[config.mk]
export PLATFORM = sky130hd
export DESIGN_NAME = lsu
export DESIGN_NICKNAME = d
export VERILOG_FILES = /design/src/rtl/lsu.sv
export SDC_FILE = /design/constraint.sdc
export NUM_CORES = 1
export LEC_CHECK = 0
export CORE_AREA = 2 2 81 83
export DETAILED_ROUTE_END_ITERATION = 7
export DIE_AREA = 0 0 83 85
export PLACE_DENSITY = 0.93
export SLEW_MARGIN = 30
export SYNTH_ARGS = -nofsm -noshare
export SYNTH_HDL_FRONTEND = slang
export SYNTH_SLANG_ARGS = --single-unit
[constraint.sdc]
create_clock -name clk_i -period 4.95 [get_ports clk_i]
set_clock_uncertainty 0.1 [all_clocks]
set_input_delay 0.99 -clock clk_i [delete_from_list [all_inputs] [get_ports clk_i]]
set_output_delay 0.99 -clock clk_i [all_outputs]
set_load 0.05 [all_outputs]
[src/rtl/lsu.sv]
// ---------------------------------------------------------------------------
// lsu -- load/store unit between an in-order core and a single-port,
// ready/valid style data memory.
//
// Ports
//   clk_i, rst_i            clock, asynchronous active-high reset
//   core_req_i              core has a load/store this cycle
//   core_we_i               1 = store, 0 = load
//   core_size_i [2:0]       funct3 size code (B, H, W, BU, HU)
//   core_addr_i [31:0]      byte address
//   core_wd_i   [31:0]      store data, right-aligned
//   core_rd_o   [31:0]      extended load result, valid in RESP only
//   core_stall_o            core must hold its request
//   core_fault_o            misaligned / illegal-size request rejected
//   mem_req_o, mem_we_o     memory request / write enable
//   mem_be_o    [3:0]       byte enables
//   mem_addr_o  [31:0]      byte address (passed through)
//   mem_wd_o    [31:0]      lane-replicated write data
//   mem_rd_i    [31:0]      read data, valid the cycle after acceptance
//   mem_ready_i             memory accepts the request this cycle
//
// The core holds its request stable while stalled, so the memory-side
// outputs are driven straight from the core inputs; only the attributes
// needed to shape the read data are captured at acceptance.
// ---------------------------------------------------------------------------
module lsu (
   input  logic        clk_i,
   input  logic        rst_i,
   input  logic        core_req_i,
   input  logic        core_we_i,
   input  logic [2:0]  core_size_i,
   input  logic [31:0] core_addr_i,
   input  logic [31:0] core_wd_i,
   output logic [31:0] core_rd_o,
   output logic        core_stall_o,
   output logic        core_fault_o,
   output logic        mem_req_o,
   output logic        mem_we_o,
   output logic [3:0]  mem_be_o,
   output logic [31:0] mem_addr_o,
   output logic [31:0] mem_wd_o,
   input  logic [31:0] mem_rd_i,
   input  logic        mem_ready_i
);

   localparam logic [1:0] IDLE = 2'd0;
   localparam logic [1:0] REQ  = 2'd1;
   localparam logic [1:0] RESP = 2'd2;

   logic [1:0] state, state_nxt;
   logic [2:0] size_q;
   logic [1:0] off_q;
   logic       we_q;
   logic       ok;
   logic       accept;
   logic [7:0]  sel_b;
   logic [15:0] sel_h;

   // Legal size code with natural alignment.
   always_comb begin
      case (core_size_i)
         3'b000, 3'b100: ok = 1'b1;
         3'b001, 3'b101: ok = ~core_addr_i[0];
         3'b010:         ok = (core_addr_i[1:0] == 2'b00);
         default:        ok = 1'b0;
      endcase
   end

   // Outputs are forced quiet while reset is held, so an access caught in
   // REQ is dropped the moment rst_i rises rather than at the next edge.
   assign core_fault_o = ~rst_i & (state == IDLE) & core_req_i & ~ok;
   assign mem_req_o    = ~rst_i & (((state == IDLE) & core_req_i & ok) | (state == REQ));
   assign core_stall_o = ~rst_i & core_req_i & ~core_fault_o & (state != RESP);
   assign accept       = mem_req_o & mem_ready_i;

   assign mem_addr_o = core_addr_i;
   assign mem_we_o   = mem_req_o & core_we_i;

   always_comb begin
      mem_be_o = 4'b0000;
      mem_wd_o = core_wd_i;
      if (core_we_i) begin
         case (core_size_i[1:0])
            2'b00: begin
               mem_be_o = 4'b0001 << core_addr_i[1:0];
               mem_wd_o = {4{core_wd_i[7:0]}};
            end
            2'b01: begin
               mem_be_o = 4'b0011 << {core_addr_i[1], 1'b0};
               mem_wd_o = {2{core_wd_i[15:0]}};
            end
            default: mem_be_o = 4'b1111;
         endcase
      end else begin
         mem_be_o = 4'b1111;
      end
      if (!mem_req_o) mem_be_o = 4'b0000;
   end

   always_comb begin
      state_nxt = state;
      case (state)
         IDLE:    if (mem_req_o) state_nxt = accept ? RESP : REQ;
         REQ:     if (accept)    state_nxt = RESP;
         RESP:    state_nxt = IDLE;
         default: state_nxt = IDLE;
      endcase
   end

   always_ff @(posedge clk_i or posedge rst_i) begin
      if (rst_i) begin
         state  <= IDLE;
         size_q <= 3'b000;
         off_q  <= 2'b00;
         we_q   <= 1'b0;
      end else begin
         state <= state_nxt;
         if (accept) begin
            size_q <= core_size_i;
            off_q  <= core_addr_i[1:0];
            we_q   <= core_we_i;
         end
      end
   end

   // Read-data shaping uses only the copies captured at acceptance, since
   // the core may already be changing its inputs during RESP.
   assign sel_b = mem_rd_i[{off_q, 3'b000} +: 8];
   assign sel_h = off_q[1] ? mem_rd_i[31:16] : mem_rd_i[15:0];

   always_comb begin
      core_rd_o = 32'h0;
      if (state == RESP && !we_q) begin
         case (size_q)
            3'b000:  core_rd_o = {{24{sel_b[7]}}, sel_b};
            3'b100:  core_rd_o = {24'h0, sel_b};
            3'b001:  core_rd_o = {{16{sel_h[15]}}, sel_h};
            3'b101:  core_rd_o = {16'h0, sel_h};
            3'b010:  core_rd_o = mem_rd_i;
            default: core_rd_o = 32'h0;
         endcase
      end
   end

endmodule

==> run_results.csv <==
group,metric,value,unit
outcome,status,"complete, no violations",
timing,slew_headroom,0.4657,
cts,clk_path_buf_depth,2,
yosys,synth_common_cells,"40 x buf_4, 38 x mux2_2, 38 x nand2_1",
detailed_routing,drc,0,
yosys,synthCells,251,
yosys,synthTopCellsByArea,"mux2_2 23%, buf_4 16%, dfrtp_1 11%",
power,combinationalPowerShare,0.713,
finish,syn_to_final_growth,64.38,%
power,peakVddDrop,0.0001612,V
cts,clkSinkCount,8,
yosys,synthFlopType,"dfrtp_1",
cts,cts_tree,"yes",
timing,fin_crit,4.452,ns
cts,cts.repair.resized,0,
yosys,synth_area,0.001858,mm²
timing,finalSetupViolations,0,
hold_path,whs_path_depth,1,
detailed_routing,vias,2253,
power,clkPwrFrac,0.103,
floorplan,rows,29,
power,power.density,238.3,mW/mm²
cts,ctsHoldBuffers,0,
power,seq_power_share,0.183,
critical_path,critPathBufInv,2,
critical_path,crit_path_frequent_cell,"clkdlybuf4s50_1",
critical_path,required,3.86,ns
cts,cts-root-buf,"clkbuf_8",
grt,antenna_found_initial,0,
detailed_routing,drt_iter0_drc,158,
floorplan,core,0.006205,mm²
detailed_routing,wl_per_cell,16.39,µm
timing,worstMarginPinSlew,0.7998,ns
placement,placedCellCount,422,
yosys,synth_top_area_cell,"mux2_2",
cts,numCtsBuffers,3,
timing,fmax,224.6,MHz
yosys,yosysTopAreaCellShare,0.2303,
floorplan,fp.dieH,85,µm
yosys,ys_ff_latch,8,
finish,drive_gt1_frac,0.2098,
grt,grt_pass1_wl,11210,µm
critical_path,crit_chain,"clkdlybuf4s50_1, mux4_2, nand2b_1, a31oi_1, clkdlybuf4s50_1",
yosys,synth-edff-count,0,
timing,fin_crit_sh,0.8994,
grt,grt_max_degree,30,
placement,place_congestion,0.8728,
floorplan,initial_core_util,0.2995,
detailed_routing,firstDrtPassIters,4,
critical_path,rr_endpoint,"off_q[0]",
yosys,yosys_warnings,0,
critical_path,start_kind,"input pin",
cts,h-tree-depth,1,
power,p_leak,1.170,nW
placement,port_buffers,147,
job,drv_cap,0,
grt,grt-ovfl-total,0,
hold_path,holdCritStartpoint,"state[1]",
cts,cts_setup_buffers,0,
grt,track_usage,0.1885,
finish,fin_util,0.4922,
critical_path,cp_max_fo,18,
power,switchingPower,366.8,µW
finish,n_fill_cell,592,
floorplan,ios,208,
hold_path,min_path_type,"reg2reg",
timing,slew_viol_final,0,
critical_path,cpMaxStageDelayCell,"clkdlybuf4s50_1",
placement,dp_hpwl,5673,µm
detailed_routing,route.final.wire_length,6964,µm
critical_path,max_stage_delay,0.76,ns
critical_path,reg2reg_from,"state[1]",
finish,final_cell_count_no_fill,425,
timing,finalSetupTns,0,ns
yosys,synth_nets,355,
timing,setup_slack,0.4981,ns
yosys,ys_types,29,
cts,path_clk_slew,0.04,ns
critical_path,path_class,"in2out",
critical_path,r2r_cells,4,
floorplan,die_w,83,µm
power,p_int,361.1,µW
cts,clkLatencyLatePin,0.22,ns
detailed_routing,drtAntennaViolNets,0,
placement,dp_slack,0.4910,ns
floorplan,fp.dieArea,0.007055,mm²
detailed_routing,viasPerCell,5.301,
critical_path,critPathCaptureType,"output pin",
power,p_sw_frac,0.5039,
critical_path,r2r_slack,3.30,ns
hold_path,holdPathEnd,"state[0]",
finish,final_nets,454,
timing,rsz0062_at_grt,"false",
yosys,async_flop_share,1.000,
critical_path,cp_top_family,"buffers and inverters",
yosys,synth.avg_cell_area,7.403,µm²
grt,first_global_vias,2279,
critical_path,cp.arrival,3.36,ns
finish,diodes,0,
yosys,synth_seq_area_share,0.1077,
yosys,synth.most_common_cell,"buf_4",
timing,hold_violations,0,
==> kinds of logic (layout without fill, tap and decap cells) <==
| family | after synthesis | in the layout | synth area share |
|---|---|---|---|
| DFF | 8 | 8 | 0.1077 |
| buffers and inverters | 64 | 161 | 0.2249 |
| AOI/OAI and AO/OA | 70 | 70 | 0.2350 |
| muxes | 47 | 47 | 0.2855 |
| and+or+nand+nor | 62 | 62 | 0.1468 |
==> worst max-delay path by stage <==
stage	end	slack (ns)	depth (start not counted)	start
after CTS	core_rd_o[24]	0.49	5	mem_rd_i[7]
after detailed placement	core_rd_o[24]	0.49	5	mem_rd_i[7]
final	core_rd_o[24]	0.50	5	mem_rd_i[15]
after global routing	core_rd_o[24]	0.36	5	mem_rd_i[7]
after floorplan	core_fault_o	0.82	4	core_size_i[0]
after global placement	core_rd_o[7]	0.57	6	mem_rd_i[31]
==> registers in the layout, indices dropped and copies added, names as in the netlist <==
name and flops:
size_q 3, we_q 1, off_q 2, state 2
==> layout by cell type, fill, tap and decap left out <==
master / instances
a31oi_1: 17
or2_2: 1
nor2b_1: 1
inv_1: 6
mux4_2: 1
mux2_2: 38
a22oi_1: 15
a21oi_1: 21
a21oi_2: 1
nor2_1: 10
nor3_1: 3
a31oi_4: 1
nand2b_1: 3
nor4_1: 2
clkbuf_8: 3
nand2_1: 38
a211oi_1: 1
o21a_1: 1
buf_4: 27
clkdlybuf4s50_1: 125
nor3b_1: 2
nor3b_2: 1
dfrtp_1: 8
or3_1: 1
a21o_1: 1
mux2i_1: 8
o21ai_0: 12
==> per-stage QoR <==
step	area, µm²	total power, mW	hold WS (ns)
6_report	3054	0.7278	0.3843
3_5_place_dp	3013	0.6511	0.3767
4_1_cts	3054	0.7284	0.3823
2_1_floorplan	1858	0.5541	0.3409
3_3_place_gp	3013	0.6402	0.3670
5_1_grt	3054	0.7773	0.4062
==> layout make-up <==
type | instances | area, µm² | share of cell area
sequential | 8 | 200.2 | 0.06555
clock buffer | 3 | 41.29 | 0.01352
tap | 77 | 96.34 | 0.03154
multi-input combinational | 179 | 1240 | 0.4060
timing repair buffer | 152 | 1454 | 0.4760
inverter | 6 | 22.52 | 0.007374
==> power by group through the flow <==
stage | clock network [mW] | logic (mW) | registers (mW)
finish | 0.0752 | 0.519 | 0.133
global route | 0.0801 | 0.558 | 0.140
CTS | 0.0766 | 0.519 | 0.133
detailed placement | 0 | 0.517 | 0.134
global placement | 0 | 0.507 | 0.133
floorplan | 0 | 0.459 | 0.0954
==> metal layers <==
layer  global-route usage  share of wire  up-vias
li1                     -              -     1069
met1               0.2199           0.38     1054
met2               0.3402           0.52      108
met3              0.03891          0.072       22
met4              0.07004          0.028        0
met5                    0              0        -
(Power assumes the default switching activity.)
==> edit 1 (same flow settings) <==
Make the reset (`rst_i`) synchronous in one clocked block. Comments in the files are not updated.
--- a/src/rtl/lsu.sv
+++ b/src/rtl/lsu.sv
@@ -109,3 +109,3 @@
 
-   always_ff @(posedge clk_i or posedge rst_i) begin
+   always_ff @(posedge clk_i) begin
       if (rst_i) begin
Behaviour: differs if rst_i is asserted again (counterexample within 4 cycles, from zero or initial values and one cycle with rst_i high); with rst_i held inactive, the same outputs for 10 cycles.
==> edit 1 against the original RTL <==
  * Fmax rose by 1.0%
  * Sequential share of layout area fell by 1.4 points
  * Critical path depth rose by 1
  * Total power fell by 35%
  * Synthesized cell count rose by 5.6%
  * Cell area rose by 1.1%
  * Setup slack improved by 0.046 ns
  * Synthesized area fell by 0.20%
  * Clock power rose by 5.2%
  * Sequential cell count did not move
  * Register-to-register slack improved by 0.04 ns
  * Sequential power fell by 47%
  * Routed wire length rose by 7.5%
  * Highest routed layer unchanged
==> edit 1: results (changes against the original RTL) <==
Run status
  • Outcome: completed (unchanged)

Finish
  • Layout cells sized above 1: 0.163 (was 0.210)
  • FILL cells: 557 (was 592)

Worst setup path
  • RR Endpoint: we_q (was off_q[0])
  • CP Data Arrival Time: 3.32 ns (was 3.36 ns)
  • Reg-to-reg critical path startpoint: state[1] (unchanged)
  • Crit-path max FO: 7 (was 18)

Global route
  • Pin count of the biggest net entering global routing: 22 (was 30)
  • First-pass GRT wire length: 11,600 µm (was 11,200 µm)
  • M3 GR Usage: 0.0603 (was 0.0389)
  • Met2 usage: 0.371 (was 0.340)

Logic synthesis
  • Compound-Gate Fraction of Synth Area: 0.279 (was 0.235)
  • Count of unique library cells instantiated by Yosys: 32 (was 29)
  • Ranking of synthesized cells by area: mux2_2 (18%), buf_4 (16%), a21oi_1 (9.2%), dfxtp_1 (8.6%), nand2_1 (7.3%) (was mux2_2 (23%), buf_4 (16%), dfrtp_1 (11%), nand2_1 (7.7%), a22oi_1 (6.1%))
  • Syn_nets: 369 (was 355)
  • Most instantiated cells after synthesis: buf_4 (40), nand2_1 (36), a21oi_1 (34), mux2_2 (30), o21ai_0 (18) (was buf_4 (40), mux2_2 (38), nand2_1 (38), a21oi_1 (21), a31oi_1 (17))
  • Ys async rst share: 0 (was 1.00)
  • Most used DFF post-synth: dfxtp_1 (was dfrtp_1)
  • Seq/Total Area, Yosys: 0.0864 (was 0.108)

Timing
  • Hold slack: 0.381 ns (was 0.384 ns)

Drt
  • Vias: 2,365 (was 2,253)
  • Met3 wire length: 700 µm (was 502 µm)
  • WL met1: 2650 µm (was 2680 µm)
  • Routed WL: 7490 µm (was 6960 µm)

Placement
  • Detailed placement HPWL: 6160 µm (was 5670 µm)
edit 1: cell count changes after synthesis, moves of 3 or more:
cell | before | now
inv_1 | 6 | 3
a21oi_2 | 1 | 10
nor3_1 | 3 | 6
o21ai_0 | 12 | 18
dfxtp_1 | 0 | 8
a31oi_1 | 17 | 1
mux2_2 | 38 | 30
dfrtp_1 | 8 | 0
nand3_1 | 0 | 6
a21oi_1 | 21 | 34
edit 1: kinds of logic after synthesis:
| group | count (synthesis) |
|---|---|
| flip-flops | 8 |
| AND/OR/NAND/NOR | 75 |
| AO/OA/AOI/OAI | 82 |
| buffers and inverters | 60 |
| multiplexers | 40 |
edit 1: cell type report:
type | instances | area, µm² | share of cell area
clock buffers | 3 | 41.3 | 0.0134
inverters | 3 | 11.3 | 0.00365
multi-input cells | 197 | 1300 | 0.420
flip-flops and latches | 8 | 160 | 0.0518
well taps | 77 | 96.3 | 0.0312
repair buffers | 151 | 1480 | 0.480
edit 1: power by group:
group | switching, mW | leakage [nW] | internal [mW]
Sequential | 0.00310 | 0.0649 | 0.0667
Clock | 0.0263 | 0.0216 | 0.0527
Combinational | 0.188 | 0.991 | 0.134
edit 1: worst min-delay path by stage:
stage / start / endpoint / cells after the start
4_1_cts: we_q / we_q / 2
5_1_grt: we_q / we_q / 2
3_3_place_gp: we_q / we_q / 2
2_1_floorplan: we_q / we_q / 2
3_5_place_dp: we_q / we_q / 2
6_report: we_q / we_q / 2
edit 1: worst reg2reg max path: stages, from the launching register on:
cell and delay (ns):
dfxtp_1 0.35, nor2_1 0.37, o2111ai_1 0.37, nand2_1 0.20, o21ai_0 0.09
edit 1: stage by stage:
stage,util,cell area (µm²),cells
after global placement,0.491,3050,436
after CTS,0.498,3090,439
after detailed placement,0.491,3050,436
after global routing,0.498,3090,439
after floorplan,-,1850,265
final,0.498,3090,439
==> edit 2 (same settings) <==
Made on the original files. Put a register stage on the output `core_fault_o`, without a reset. The value now appears one clock later. The other outputs are not delayed to match.
--- a/src/rtl/lsu.sv
+++ b/src/rtl/lsu.sv
@@ -49,2 +49,4 @@
 
+   logic core_fault_d;
+
    logic [1:0] state, state_nxt;
@@ -70,5 +72,5 @@
    // REQ is dropped the moment rst_i rises rather than at the next edge.
-   assign core_fault_o = ~rst_i & (state == IDLE) & core_req_i & ~ok;
+   assign core_fault_d = ~rst_i & (state == IDLE) & core_req_i & ~ok;
    assign mem_req_o    = ~rst_i & (((state == IDLE) & core_req_i & ok) | (state == REQ));
-   assign core_stall_o = ~rst_i & core_req_i & ~core_fault_o & (state != RESP);
+   assign core_stall_o = ~rst_i & core_req_i & ~core_fault_d & (state != RESP);
    assign accept       = mem_req_o & mem_ready_i;
@@ -144,2 +146,6 @@
 
+   always_ff @(posedge clk_i) begin
+      core_fault_o <= core_fault_d;
+   end
+
 endmodule
Function: changed (a bounded check fails within 4 cycles, from zero or initial values and one cycle with rst_i high).
==> edit 2 against the original RTL <==
  * Critical endpoint is now core_rd_o[16]
  * Non-clock buffer count fell by 3
  * Synthesized cell count is 4.0% lower
  * Sequential cell count grew 1
  * Sequential share of layout area increased by 0.55 points
  * Routed wire length decreased by 4.3%
  * Fmax is 1.2% lower
  * Register-to-register slack better by 0.03 ns
  * Cell area up 1.5%
  * Total power rose by 36%
  * Critical path type unchanged
  * Via count is 5.5% lower
  * Setup slack worse by 0.055 ns
  * Sequential power increased by 42%
  * Synthesized area up 0.54%
==> edit 2: results (changes against the original RTL) <==
Power and ir drop
  • Switch Pwr: 526 µW (was 367 µW)
  • P_leak: 1.18 nW (was 1.17 nW)
  • Peak supply drop: 0.162 mV (was 0.161 mV)

Run status
  • Outcome: completed (unchanged)

Placement
  • Placed Instance Area: 0.00306 mm² (was 0.00301 mm²)
  • Place WS: 0.447 ns (was 0.491 ns)
  • PortBufs: 147 (unchanged)
  • GP Congestion: 0.923 (was 0.873)
  • Detailed placement HPWL: 5540 µm (was 5670 µm)

Global route
  • Pin count of the biggest net entering global routing: 25 (was 30)
  • Antenna violations before repair: 0 (unchanged)
  • Met2 usage: 0.343 (was 0.340)
  • Met1 Use GR: 0.184 (was 0.220)
  • Vias in the first global route: 2,167 (was 2,279)
  • First-pass GRT wire length: 10,300 µm (was 11,200 µm)
  • M3 GR Usage: 0.0302 (was 0.0389)
  • Total GRT Usage: 0.174 (was 0.188)

Clock network
  • Worst-path clk slew: 0.04 ns (about the same)
  • Clock Tree Buf Depth: 2 (unchanged)

Logic synthesis
  • Most instantiated cells after synthesis: buf_4 (42), mux2_2 (36), nand2_1 (29), nor2_1 (19), a21oi_1 (18) (was buf_4 (40), mux2_2 (38), nand2_1 (38), a21oi_1 (21), a31oi_1 (17))
  • Count of unique library cells instantiated by Yosys: 35 (was 29)
  • Synth warnings: 0 (unchanged)
  • Ranking of synthesized cells by area: mux2_2 (22%), buf_4 (17%), dfrtp_1 (11%), mux2i_1 (5.9%), nand2_1 (5.8%) (was mux2_2 (23%), buf_4 (16%), dfrtp_1 (11%), nand2_1 (7.7%), a22oi_1 (6.1%))
  • Most used DFF post-synth: dfrtp_1 (unchanged)
  • Syn_nets: 345 (was 355)
  • Most frequent cell after synthesis: buf_4 (unchanged)
  • Ys async rst share: 0.889 (was 1.00)
  • Compound-Gate Fraction of Synth Area: 0.228 (was 0.235)
  • Seq/Total Area, Yosys: 0.118 (was 0.108)
  • Post-synthesis mux area share: 0.284 (was 0.286)
  • Synth Area in Adders: 0 (unchanged)
  • Post-synthesis xor/xnor area fraction: 0 (unchanged)

Finish
  • Nets@finish: 444 (was 454)
  • Layout cells sized above 1: 0.189 (was 0.210)

Drt
  • First-pass detailed-route iteration total: 4 (unchanged)
  • Via density: 5.12 (was 5.30)
  • DR WL/cell: 16.0 µm (was 16.4 µm)
  • Initial drt markers: 90 (was 158)

Worst setup path
  • CP Data Arrival Time: 3.42 ns (was 3.36 ns)
  • Crit path largest cell delay: between 0.7 and 0.8 ns
  • Crit-path max FO: 16 (was 18)

Timing
  • Slew Limit Fails: 0 (unchanged)
  • Worst Tran Pin Value: 0.977 ns (was 0.800 ns)
-- edit 2: changes by cell type after synthesis, moves of 3 or more --
cell	change
a31oi_1	-16
a21oi_2	+10
nand2_1	-9
nor2_1	+9
a222oi_1	+8
a22oi_1	-8
clkbuf_1	-5
a21oi_1	-3
mux2i_1	+3
o21ai_0	-3
-- edit 2: cells by family (layout without fill, tap and decap cells) --
family                 Yosys count  in the layout
and+or+nand+nor                 64             64
AOI/OAI and AO/OA               59             59
DFF                              9              9
muxes                           48             48
buffers and inverters           61            159
-- edit 2: per-stage QoR --
stage,utilization,std cells
CTS,0.500,416
floorplan,-,241
global route,0.500,416
finish,0.500,416
detailed placement,0.492,412
global placement,0.492,412
-- edit 2: area by class of cell --
class	count	area (µm²)
tap	77	96.3
sequential	9	220
timing repair buffer	149	1480
clock buffer	4	45.0
multi-input combinational	171	1240
fill	565	3100
inverter	6	22.5
-- edit 2: power groups by stage --
stage	logic, mW	registers [mW]	clock network [mW]
2_1_floorplan	0.636	0.132	0
3_3_place_gp	0.696	0.185	0
3_5_place_dp	0.714	0.189	0
4_1_cts	0.716	0.188	0.0877
5_1_grt	0.763	0.196	0.0903
6_report	0.714	0.189	0.0850
-- edit 2: routing by layer --
metal  vias to the layer above  share of wire
li1                       1015              -
met1                       991           0.37
met2                       114           0.54
met3                        10          0.072
met4                         0          0.014
met5                         -              0
-- edit 2: worst paths after layout --
check | slack (ns) | start | cells past startpoint | to
max reg2reg | 3.33 | state[1] | 3 | off_q[1]
min reg2reg | 0.40 | we_q | 1 | we_q
max | 0.44 | mem_rd_i[31] | 6 | core_rd_o[16]
min | 0.40 | we_q | 1 | we_q
min in group asynchronous | 0.95 | rst_i | 2 | state[1]
max in group asynchronous | 3.55 | rst_i | 2 | size_q[0]
